### src/rtl/pipe_ctrl_if.sv
// pipe_ctrl_if: hazard inputs from the datapath and stage control outputs of pipe_ctrl.
// PIPE_CTRL_PERF_EN adds the stall/flush performance counter signals.
interface pipe_ctrl_if;
    localparam int unsigned REG_IDX_W = 5;
    localparam int unsigned STALL_W   = 32;
    localparam int unsigned FLUSH_W   = 16;

    logic [REG_IDX_W-1:0] id_rs1;
    logic [REG_IDX_W-1:0] id_rs2;
    logic                 id_use_rs1;
    logic                 id_use_rs2;
    logic [REG_IDX_W-1:0] ex_rd;
    logic                 ex_is_load;
    logic                 ex_bubble;
    logic                 ex_branch_taken;
    logic                 icache_busy;
    logic                 dcache_busy;

    logic                 pc_wr_en;
    logic                 pc_sel_target;
    logic                 if_id_wr_en;
    logic                 id_ex_wr_en;
    logic                 ex_mem_wr_en;
    logic                 mem_wb_wr_en;
    logic                 if_id_gen_bubble;
    logic                 id_ex_gen_bubble;
    logic                 ex_mem_gen_bubble;
    logic                 mem_wb_gen_bubble;
    logic                 flush_if;
`ifdef PIPE_CTRL_PERF_EN
    logic [STALL_W-1:0]   stall_cycles;
    logic [FLUSH_W-1:0]   flush_count;
`endif

    modport master (
        output id_rs1, id_rs2, id_use_rs1, id_use_rs2, ex_rd, ex_is_load, ex_bubble,
               ex_branch_taken, icache_busy, dcache_busy,
        input  pc_wr_en, pc_sel_target, if_id_wr_en, id_ex_wr_en, ex_mem_wr_en, mem_wb_wr_en,
               if_id_gen_bubble, id_ex_gen_bubble, ex_mem_gen_bubble, mem_wb_gen_bubble, flush_if
`ifdef PIPE_CTRL_PERF_EN
        , input stall_cycles, flush_count
`endif
    );

    modport slave (
        input  id_rs1, id_rs2, id_use_rs1, id_use_rs2, ex_rd, ex_is_load, ex_bubble,
               ex_branch_taken, icache_busy, dcache_busy,
        output pc_wr_en, pc_sel_target, if_id_wr_en, id_ex_wr_en, ex_mem_wr_en, mem_wb_wr_en,
               if_id_gen_bubble, id_ex_gen_bubble, ex_mem_gen_bubble, mem_wb_gen_bubble, flush_if
`ifdef PIPE_CTRL_PERF_EN
        , output stall_cycles, flush_count
`endif
    );
endinterface

### src/rtl/pipe_ctrl.sv
// pipe_ctrl: stall/flush/bubble controller for a 5-stage in-order pipeline.
// Define PIPE_CTRL_PERF_EN to add saturating stall_cycles / flush_count counters.
module pipe_ctrl (
    input  logic          clk,
    input  logic          reset,
    pipe_ctrl_if.slave    io_pipe
);
    localparam int unsigned HOLD_CNT_W = 2;
    localparam logic [HOLD_CNT_W-1:0] HOLD_LAST = HOLD_CNT_W'(1);

    typedef enum logic [1:0] {
        ST_HOLD   = 2'd0,
        ST_RUN    = 2'd1,
        ST_DSTALL = 2'd2
    } state_t;

    state_t                r_state;
    state_t                w_state_nxt;
    logic [HOLD_CNT_W-1:0] r_hold_cnt;
    logic [HOLD_CNT_W-1:0] w_hold_cnt_nxt;

    logic w_rs1_hit;
    logic w_rs2_hit;
    logic w_load_use;

    logic w_pc_wr_en;
    logic w_pc_sel_target;
    logic w_if_id_wr_en;
    logic w_id_ex_wr_en;
    logic w_ex_mem_wr_en;
    logic w_mem_wb_wr_en;
    logic w_if_id_gen_bubble;
    logic w_id_ex_gen_bubble;
    logic w_ex_mem_gen_bubble;
    logic w_mem_wb_gen_bubble;
    logic w_flush_if;

    // x0 and an EX bubble can never be the producer of a load-use hazard
    assign w_rs1_hit  = io_pipe.id_use_rs1 && (io_pipe.id_rs1 == io_pipe.ex_rd);
    assign w_rs2_hit  = io_pipe.id_use_rs2 && (io_pipe.id_rs2 == io_pipe.ex_rd);
    assign w_load_use = io_pipe.ex_is_load && !io_pipe.ex_bubble &&
                        (io_pipe.ex_rd != '0) && (w_rs1_hit || w_rs2_hit);

    always_ff @(posedge clk or negedge reset) begin
        if (!reset) begin
            r_state    <= ST_HOLD;
            r_hold_cnt <= '0;
        end else begin
            r_state    <= w_state_nxt;
            r_hold_cnt <= w_hold_cnt_nxt;
        end
    end

    // Next state and stage controls; a DSTALL cycle with dcache idle behaves as RUN
    always_comb begin
        w_state_nxt         = r_state;
        w_hold_cnt_nxt      = r_hold_cnt;
        w_pc_wr_en          = 1'b0;
        w_pc_sel_target     = 1'b0;
        w_if_id_wr_en       = 1'b1;
        w_id_ex_wr_en       = 1'b1;
        w_ex_mem_wr_en      = 1'b1;
        w_mem_wb_wr_en      = 1'b1;
        w_if_id_gen_bubble  = 1'b1;
        w_id_ex_gen_bubble  = 1'b1;
        w_ex_mem_gen_bubble = 1'b1;
        w_mem_wb_gen_bubble = 1'b1;
        w_flush_if          = 1'b0;

        case (r_state)
            ST_HOLD: begin
                w_hold_cnt_nxt = r_hold_cnt + HOLD_CNT_W'(1);
                if (r_hold_cnt == HOLD_LAST) begin
                    w_state_nxt    = ST_RUN;
                    w_hold_cnt_nxt = '0;
                end
            end
            ST_RUN, ST_DSTALL: begin
                w_state_nxt         = ST_RUN;
                w_pc_wr_en          = 1'b1;
                w_if_id_gen_bubble  = 1'b0;
                w_id_ex_gen_bubble  = 1'b0;
                w_ex_mem_gen_bubble = 1'b0;
                w_mem_wb_gen_bubble = 1'b0;
                if (io_pipe.dcache_busy) begin
                    // Freeze everything upstream of MEM; branch/load-use re-evaluate later
                    w_state_nxt         = ST_DSTALL;
                    w_pc_wr_en          = 1'b0;
                    w_if_id_wr_en       = 1'b0;
                    w_id_ex_wr_en       = 1'b0;
                    w_ex_mem_wr_en      = 1'b0;
                    w_mem_wb_gen_bubble = 1'b1;
                end else if (io_pipe.ex_branch_taken) begin
                    w_pc_sel_target     = 1'b1;
                    w_if_id_gen_bubble  = 1'b1;
                    w_id_ex_gen_bubble  = 1'b1;
                    w_flush_if          = 1'b1;
                end else if (w_load_use) begin
                    w_pc_wr_en          = 1'b0;
                    w_if_id_wr_en       = 1'b0;
                    w_id_ex_gen_bubble  = 1'b1;
                end else if (io_pipe.icache_busy) begin
                    w_pc_wr_en          = 1'b0;
                    w_if_id_gen_bubble  = 1'b1;
                end
            end
            default: begin
                w_state_nxt    = ST_HOLD;
                w_hold_cnt_nxt = '0;
            end
        endcase
    end

    assign io_pipe.pc_wr_en          = w_pc_wr_en;
    assign io_pipe.pc_sel_target     = w_pc_sel_target;
    assign io_pipe.if_id_wr_en       = w_if_id_wr_en;
    assign io_pipe.id_ex_wr_en       = w_id_ex_wr_en;
    assign io_pipe.ex_mem_wr_en      = w_ex_mem_wr_en;
    assign io_pipe.mem_wb_wr_en      = w_mem_wb_wr_en;
    assign io_pipe.if_id_gen_bubble  = w_if_id_gen_bubble;
    assign io_pipe.id_ex_gen_bubble  = w_id_ex_gen_bubble;
    assign io_pipe.ex_mem_gen_bubble = w_ex_mem_gen_bubble;
    assign io_pipe.mem_wb_gen_bubble = w_mem_wb_gen_bubble;
    assign io_pipe.flush_if          = w_flush_if;

`ifdef PIPE_CTRL_PERF_EN
    localparam int unsigned STALL_W = 32;
    localparam int unsigned FLUSH_W = 16;

    logic               w_stall_evt;
    logic [STALL_W-1:0] r_stall_cycles;
    logic [FLUSH_W-1:0] r_flush_count;

    assign w_stall_evt = (r_state != ST_HOLD) && !w_pc_wr_en;

    // Saturating performance counters
    always_ff @(posedge clk or negedge reset) begin
        if (!reset) begin
            r_stall_cycles <= '0;
            r_flush_count  <= '0;
        end else begin
            if (w_stall_evt && (r_stall_cycles != '1)) begin
                r_stall_cycles <= r_stall_cycles + STALL_W'(1);
            end
            if (w_flush_if && (r_flush_count != '1)) begin
                r_flush_count <= r_flush_count + FLUSH_W'(1);
            end
        end
    end

    assign io_pipe.stall_cycles = r_stall_cycles;
    assign io_pipe.flush_count  = r_flush_count;
`endif
endmodule

### src/flat_wrapper.sv
// flat-port wrapper written by rule: the top's interface ports become plain ports
module pipe_ctrl_flat 
  (clk, reset, io_pipe_id_rs1, io_pipe_id_rs2, io_pipe_id_use_rs1, io_pipe_id_use_rs2, io_pipe_ex_rd, io_pipe_ex_is_load, io_pipe_ex_bubble, io_pipe_ex_branch_taken, io_pipe_icache_busy, io_pipe_dcache_busy, io_pipe_pc_wr_en, io_pipe_pc_sel_target, io_pipe_if_id_wr_en, io_pipe_id_ex_wr_en, io_pipe_ex_mem_wr_en, io_pipe_mem_wb_wr_en, io_pipe_if_id_gen_bubble, io_pipe_id_ex_gen_bubble, io_pipe_ex_mem_gen_bubble, io_pipe_mem_wb_gen_bubble, io_pipe_flush_if);
  pipe_ctrl_if io_pipe_i ();
  input  logic clk;
  input  logic reset;
  input wire logic [$bits(io_pipe_i.id_rs1)-1:0] io_pipe_id_rs1;
  input wire logic [$bits(io_pipe_i.id_rs2)-1:0] io_pipe_id_rs2;
  input wire logic [$bits(io_pipe_i.id_use_rs1)-1:0] io_pipe_id_use_rs1;
  input wire logic [$bits(io_pipe_i.id_use_rs2)-1:0] io_pipe_id_use_rs2;
  input wire logic [$bits(io_pipe_i.ex_rd)-1:0] io_pipe_ex_rd;
  input wire logic [$bits(io_pipe_i.ex_is_load)-1:0] io_pipe_ex_is_load;
  input wire logic [$bits(io_pipe_i.ex_bubble)-1:0] io_pipe_ex_bubble;
  input wire logic [$bits(io_pipe_i.ex_branch_taken)-1:0] io_pipe_ex_branch_taken;
  input wire logic [$bits(io_pipe_i.icache_busy)-1:0] io_pipe_icache_busy;
  input wire logic [$bits(io_pipe_i.dcache_busy)-1:0] io_pipe_dcache_busy;
  output wire logic [$bits(io_pipe_i.pc_wr_en)-1:0] io_pipe_pc_wr_en;
  output wire logic [$bits(io_pipe_i.pc_sel_target)-1:0] io_pipe_pc_sel_target;
  output wire logic [$bits(io_pipe_i.if_id_wr_en)-1:0] io_pipe_if_id_wr_en;
  output wire logic [$bits(io_pipe_i.id_ex_wr_en)-1:0] io_pipe_id_ex_wr_en;
  output wire logic [$bits(io_pipe_i.ex_mem_wr_en)-1:0] io_pipe_ex_mem_wr_en;
  output wire logic [$bits(io_pipe_i.mem_wb_wr_en)-1:0] io_pipe_mem_wb_wr_en;
  output wire logic [$bits(io_pipe_i.if_id_gen_bubble)-1:0] io_pipe_if_id_gen_bubble;
  output wire logic [$bits(io_pipe_i.id_ex_gen_bubble)-1:0] io_pipe_id_ex_gen_bubble;
  output wire logic [$bits(io_pipe_i.ex_mem_gen_bubble)-1:0] io_pipe_ex_mem_gen_bubble;
  output wire logic [$bits(io_pipe_i.mem_wb_gen_bubble)-1:0] io_pipe_mem_wb_gen_bubble;
  output wire logic [$bits(io_pipe_i.flush_if)-1:0] io_pipe_flush_if;
  assign io_pipe_i.id_rs1 = io_pipe_id_rs1;
  assign io_pipe_i.id_rs2 = io_pipe_id_rs2;
  assign io_pipe_i.id_use_rs1 = io_pipe_id_use_rs1;
  assign io_pipe_i.id_use_rs2 = io_pipe_id_use_rs2;
  assign io_pipe_i.ex_rd = io_pipe_ex_rd;
  assign io_pipe_i.ex_is_load = io_pipe_ex_is_load;
  assign io_pipe_i.ex_bubble = io_pipe_ex_bubble;
  assign io_pipe_i.ex_branch_taken = io_pipe_ex_branch_taken;
  assign io_pipe_i.icache_busy = io_pipe_icache_busy;
  assign io_pipe_i.dcache_busy = io_pipe_dcache_busy;
  assign io_pipe_pc_wr_en = io_pipe_i.pc_wr_en;
  assign io_pipe_pc_sel_target = io_pipe_i.pc_sel_target;
  assign io_pipe_if_id_wr_en = io_pipe_i.if_id_wr_en;
  assign io_pipe_id_ex_wr_en = io_pipe_i.id_ex_wr_en;
  assign io_pipe_ex_mem_wr_en = io_pipe_i.ex_mem_wr_en;
  assign io_pipe_mem_wb_wr_en = io_pipe_i.mem_wb_wr_en;
  assign io_pipe_if_id_gen_bubble = io_pipe_i.if_id_gen_bubble;
  assign io_pipe_id_ex_gen_bubble = io_pipe_i.id_ex_gen_bubble;
  assign io_pipe_ex_mem_gen_bubble = io_pipe_i.ex_mem_gen_bubble;
  assign io_pipe_mem_wb_gen_bubble = io_pipe_i.mem_wb_gen_bubble;
  assign io_pipe_flush_if = io_pipe_i.flush_if;
  pipe_ctrl u_core (.clk(clk), .reset(reset), .io_pipe(io_pipe_i));
endmodule
### config.mk
export PLATFORM = sky130hd
export DESIGN_NAME = pipe_ctrl_flat
export DESIGN_NICKNAME = d
export VERILOG_FILES = /design/src/rtl/pipe_ctrl_if.sv /design/src/rtl/pipe_ctrl.sv /design/src/flat_wrapper.sv
export SDC_FILE = /design/constraint.sdc
export NUM_CORES = 1
export LEC_CHECK = 0
export CORE_MARGIN = 8
export CORE_UTILIZATION = 28
export CTS_BUF_LIST = sky130_fd_sc_hd__clkbuf_16
export CTS_CLUSTER_SIZE = 16
export DETAILED_ROUTE_END_ITERATION = 8
export PLACE_DENSITY_LB_ADDON = 0.05
export SYNTH_ARGS = -nofsm -noshare
export SYNTH_HDL_FRONTEND = slang
export SYNTH_SLANG_ARGS = --single-unit
### constraint.sdc
create_clock -name clk -period 1.88 [get_ports clk]
set_clock_uncertainty 0.1 [all_clocks]
set_input_delay 0.47 -clock clk [delete_from_list [all_inputs] [get_ports clk]]
set_output_delay 0.47 -clock clk [all_outputs]
set_load 0.03 [all_outputs]
==> results.yml <==
global_route:
  first_global_vias: 659
  track_usage_pct: 10.7
  grt_max_degree: 6
  grt_pass1_wl_um: 2770
  antenna_found_initial: 1
  grt_remaining_overflow: 0
floorplan:
  die_height_um: 55.6
  rows: 14
  io_pins: 35
  dieArea_um2: 3090
  fp.dieW_um: 55.6
  coreArea_um2: 1490
  initial_core_util_pct: 29.5
power:
  power_leakage_uw: 0.000481
  irDropWorstVdd_v: 0.00113
  p_per_area_nw_per_um2: 1450
yosys:
  syn_nets: 81
  synth.area.top_cells: "dfrtp_1, xnor2_1, ha_1"
  ys_seq_area_share_pct: 22.8
  syn-mean-instance-area_um2: 7.98
  synth.top_cell.area_share_pct: 22.8
  synth.largest_area_cell: "dfrtp_1"
  synth_edf_count: 0
  synthFlopType: "dfrtp_1"
  synthCells: 55
  yosys_register_bits: 4
  synth_warnings: 0
  async_flop_share_pct: 100
  synth_most_common_cell: "xnor2_1"
  synth.distinct_cells: 23
  netlist_area_um2: 439
  synth_common_cells: "xnor2_1, nand2_1"
route:
  routed_wl_um: 1710
  ant_nets: 0
  first_pass_iters: 4
  route.detailed.wl_per_inst_um: 14.1
  vias: 550
  viasPerCell: 4.55
  first_iter_violations: 1
  drc: 0
clock_network:
  clkSinkCount: 4
  clock_latency_ps: 220
  clockBufferDepth: 2
  cts_tree: "built"
  cts_buffers: 3
  clk_pin_slew_worst_paths_ps: 30
  cts_root_buf: "clkbuf_16"
  htree_levels: 1
placed_design:
  dp_slack_ps: -829
  io_buffer_count: 33
  gp_congestion: 0.770
  dpl.hpwl_um: 1360
sta:
  timing.hold.ws_ps: 357
  slew_violations: 0
  fmax_mhz: 432
  period_minus_slack_ps: 2310
  hold_viol: 0
  rsz0062_at_grt: "yes"
  fin_ws_ps: -434
  finalCritPeriodShare_pct: 123
  setup_viol_count_final: 6
setup_path:
  required_ps: 1310
  cpMaxStageDelayCell: "or4_4"
  critPathKind: "in2out"
  startpoint_type: "input pin"
  cp_slowest_stage_delay_ps: 540
  endpoint_kind: "primary output"
  crit_path_cell_trace: "buf_8, or4_4, o21ai_4, nor2_4, a221oi_4, buf_6"
  r2r_slack_ps: 430
  crit_path_max_fanout: 2
  crit_arrival_ps: 1740
layout:
  area_delta_synth_final_pct: 144
  layout-drive-gt1-share_pct: 49.0
  final_nets: 132
  post-route-util_pct: 72.0
status:
  violations: "negative setup slack"
  status: "finished with violations"
job:
  max-cap-violations: 0
worst_hold_path:
  hold_path.class: "in2async"
## report_power, final
group          internal, uW  total, uW  switching, uW
Combinational           549       1090            544
Sequential              116        133           17.2
Clock                   271        325           53.8
## layout by cell type, fill, tap and decap left out, types with 2 or more instances in the layout
cell type	netlist	routed
nand4_1	2	2
buf_6	0	12
nor2b_1	4	2
nor2_4	0	2
o21ai_0	2	2
dlygate4sd2_1	0	13
clkbuf_16	0	3
dfrtp_1	4	4
buf_8	0	2
nand2_1	6	5
nor2_1	4	2
buf_4	3	15
xnor2_1	10	10
clkdlybuf4s50_1	0	6
inv_2	0	3
## final timing paths
check                                            startpoint                          endpoint  depth (start not counted)
max                                        io_pipe_ex_rd[2]                  io_pipe_pc_wr_en                          6
min in group clk           u_core.r_hold_cnt[0]$_DFFE_PN0P_  u_core.r_hold_cnt[0]$_DFFE_PN0P_                          2
max reg2reg                   u_core.r_state[1]$_DFFE_PN0P_     u_core.r_state[0]$_DFFE_PN0P_                          6
min                                                   reset     u_core.r_state[1]$_DFFE_PN0P_                          1
min reg2reg                u_core.r_hold_cnt[0]$_DFFE_PN0P_  u_core.r_hold_cnt[0]$_DFFE_PN0P_                          2
max in group asynchronous                             reset  u_core.r_hold_cnt[0]$_DFFE_PN0P_                          1
## metrics by stage
stage                     setup TNS [ps]  total power (uW)  instances  area (um2)
after floorplan                     -988               650         55         499
after global placement             -3520              1030        114         900
after detailed placement           -3570              1040        114         900
after CTS                          -1570              1470        118        1020
after global routing               -1880              1630        121        1070
final                              -1580              1550        121        1070
## layer usage
layer | track usage [%] | vias to the layer above | share of wire [%]
li1 | - | 282 | -
met1 | 11.8 | 244 | 45
met2 | 16.5 | 22 | 46
met3 | 5.71 | 2 | 8.8
met4 | 4.93 | 0 | 0.47
met5 | 0 | - | 0
## flip-flops by register name (all words and copies together) (netlist names)
signal and cells:
u_core.r_hold_cnt 2, u_core.r_state 2
## critical path, delay by kind of cell
kind / cells / cell delay, ps
and+or+nand+nor: 2 / 590
buffers and inverters: 2 / 260
AOI/OAI and AO/OA: 2 / 420
## repair_timing
item,CTS,global route
resized for setup,48,11
setup buffers,1,2
hold buffers,0,0
endpoints found under the setup margin,10,10
pin swaps,21,7
## area by class of cell
type	instances	area [um2]
sequential	4	100
tap	16	20.0
inverter	4	15.0
fill	129	417
antenna	1	2.50
timing repair buffer	49	457
multi-input combinational	44	403
clock buffer	3	75.1
## logic make-up (layout without fill, tap and decap cells)
logic type                 count (synthesis)  count (layout)  synth area share [%]
adders and majority gates                  2               2                  5.70
other                                      1               2                 0.854
buffers and inverters                      7              56                  8.55
DFF                                        4               4                  22.8
and+or+nand+nor                           19              19                  21.6
xor gates and xnor gates                  10              10                  19.9
muxes                                      1               1                  2.56
AOI/OAI and AO/OA                         11              11                  17.9
No activity file was read; power rests on OpenSTA's default activity.
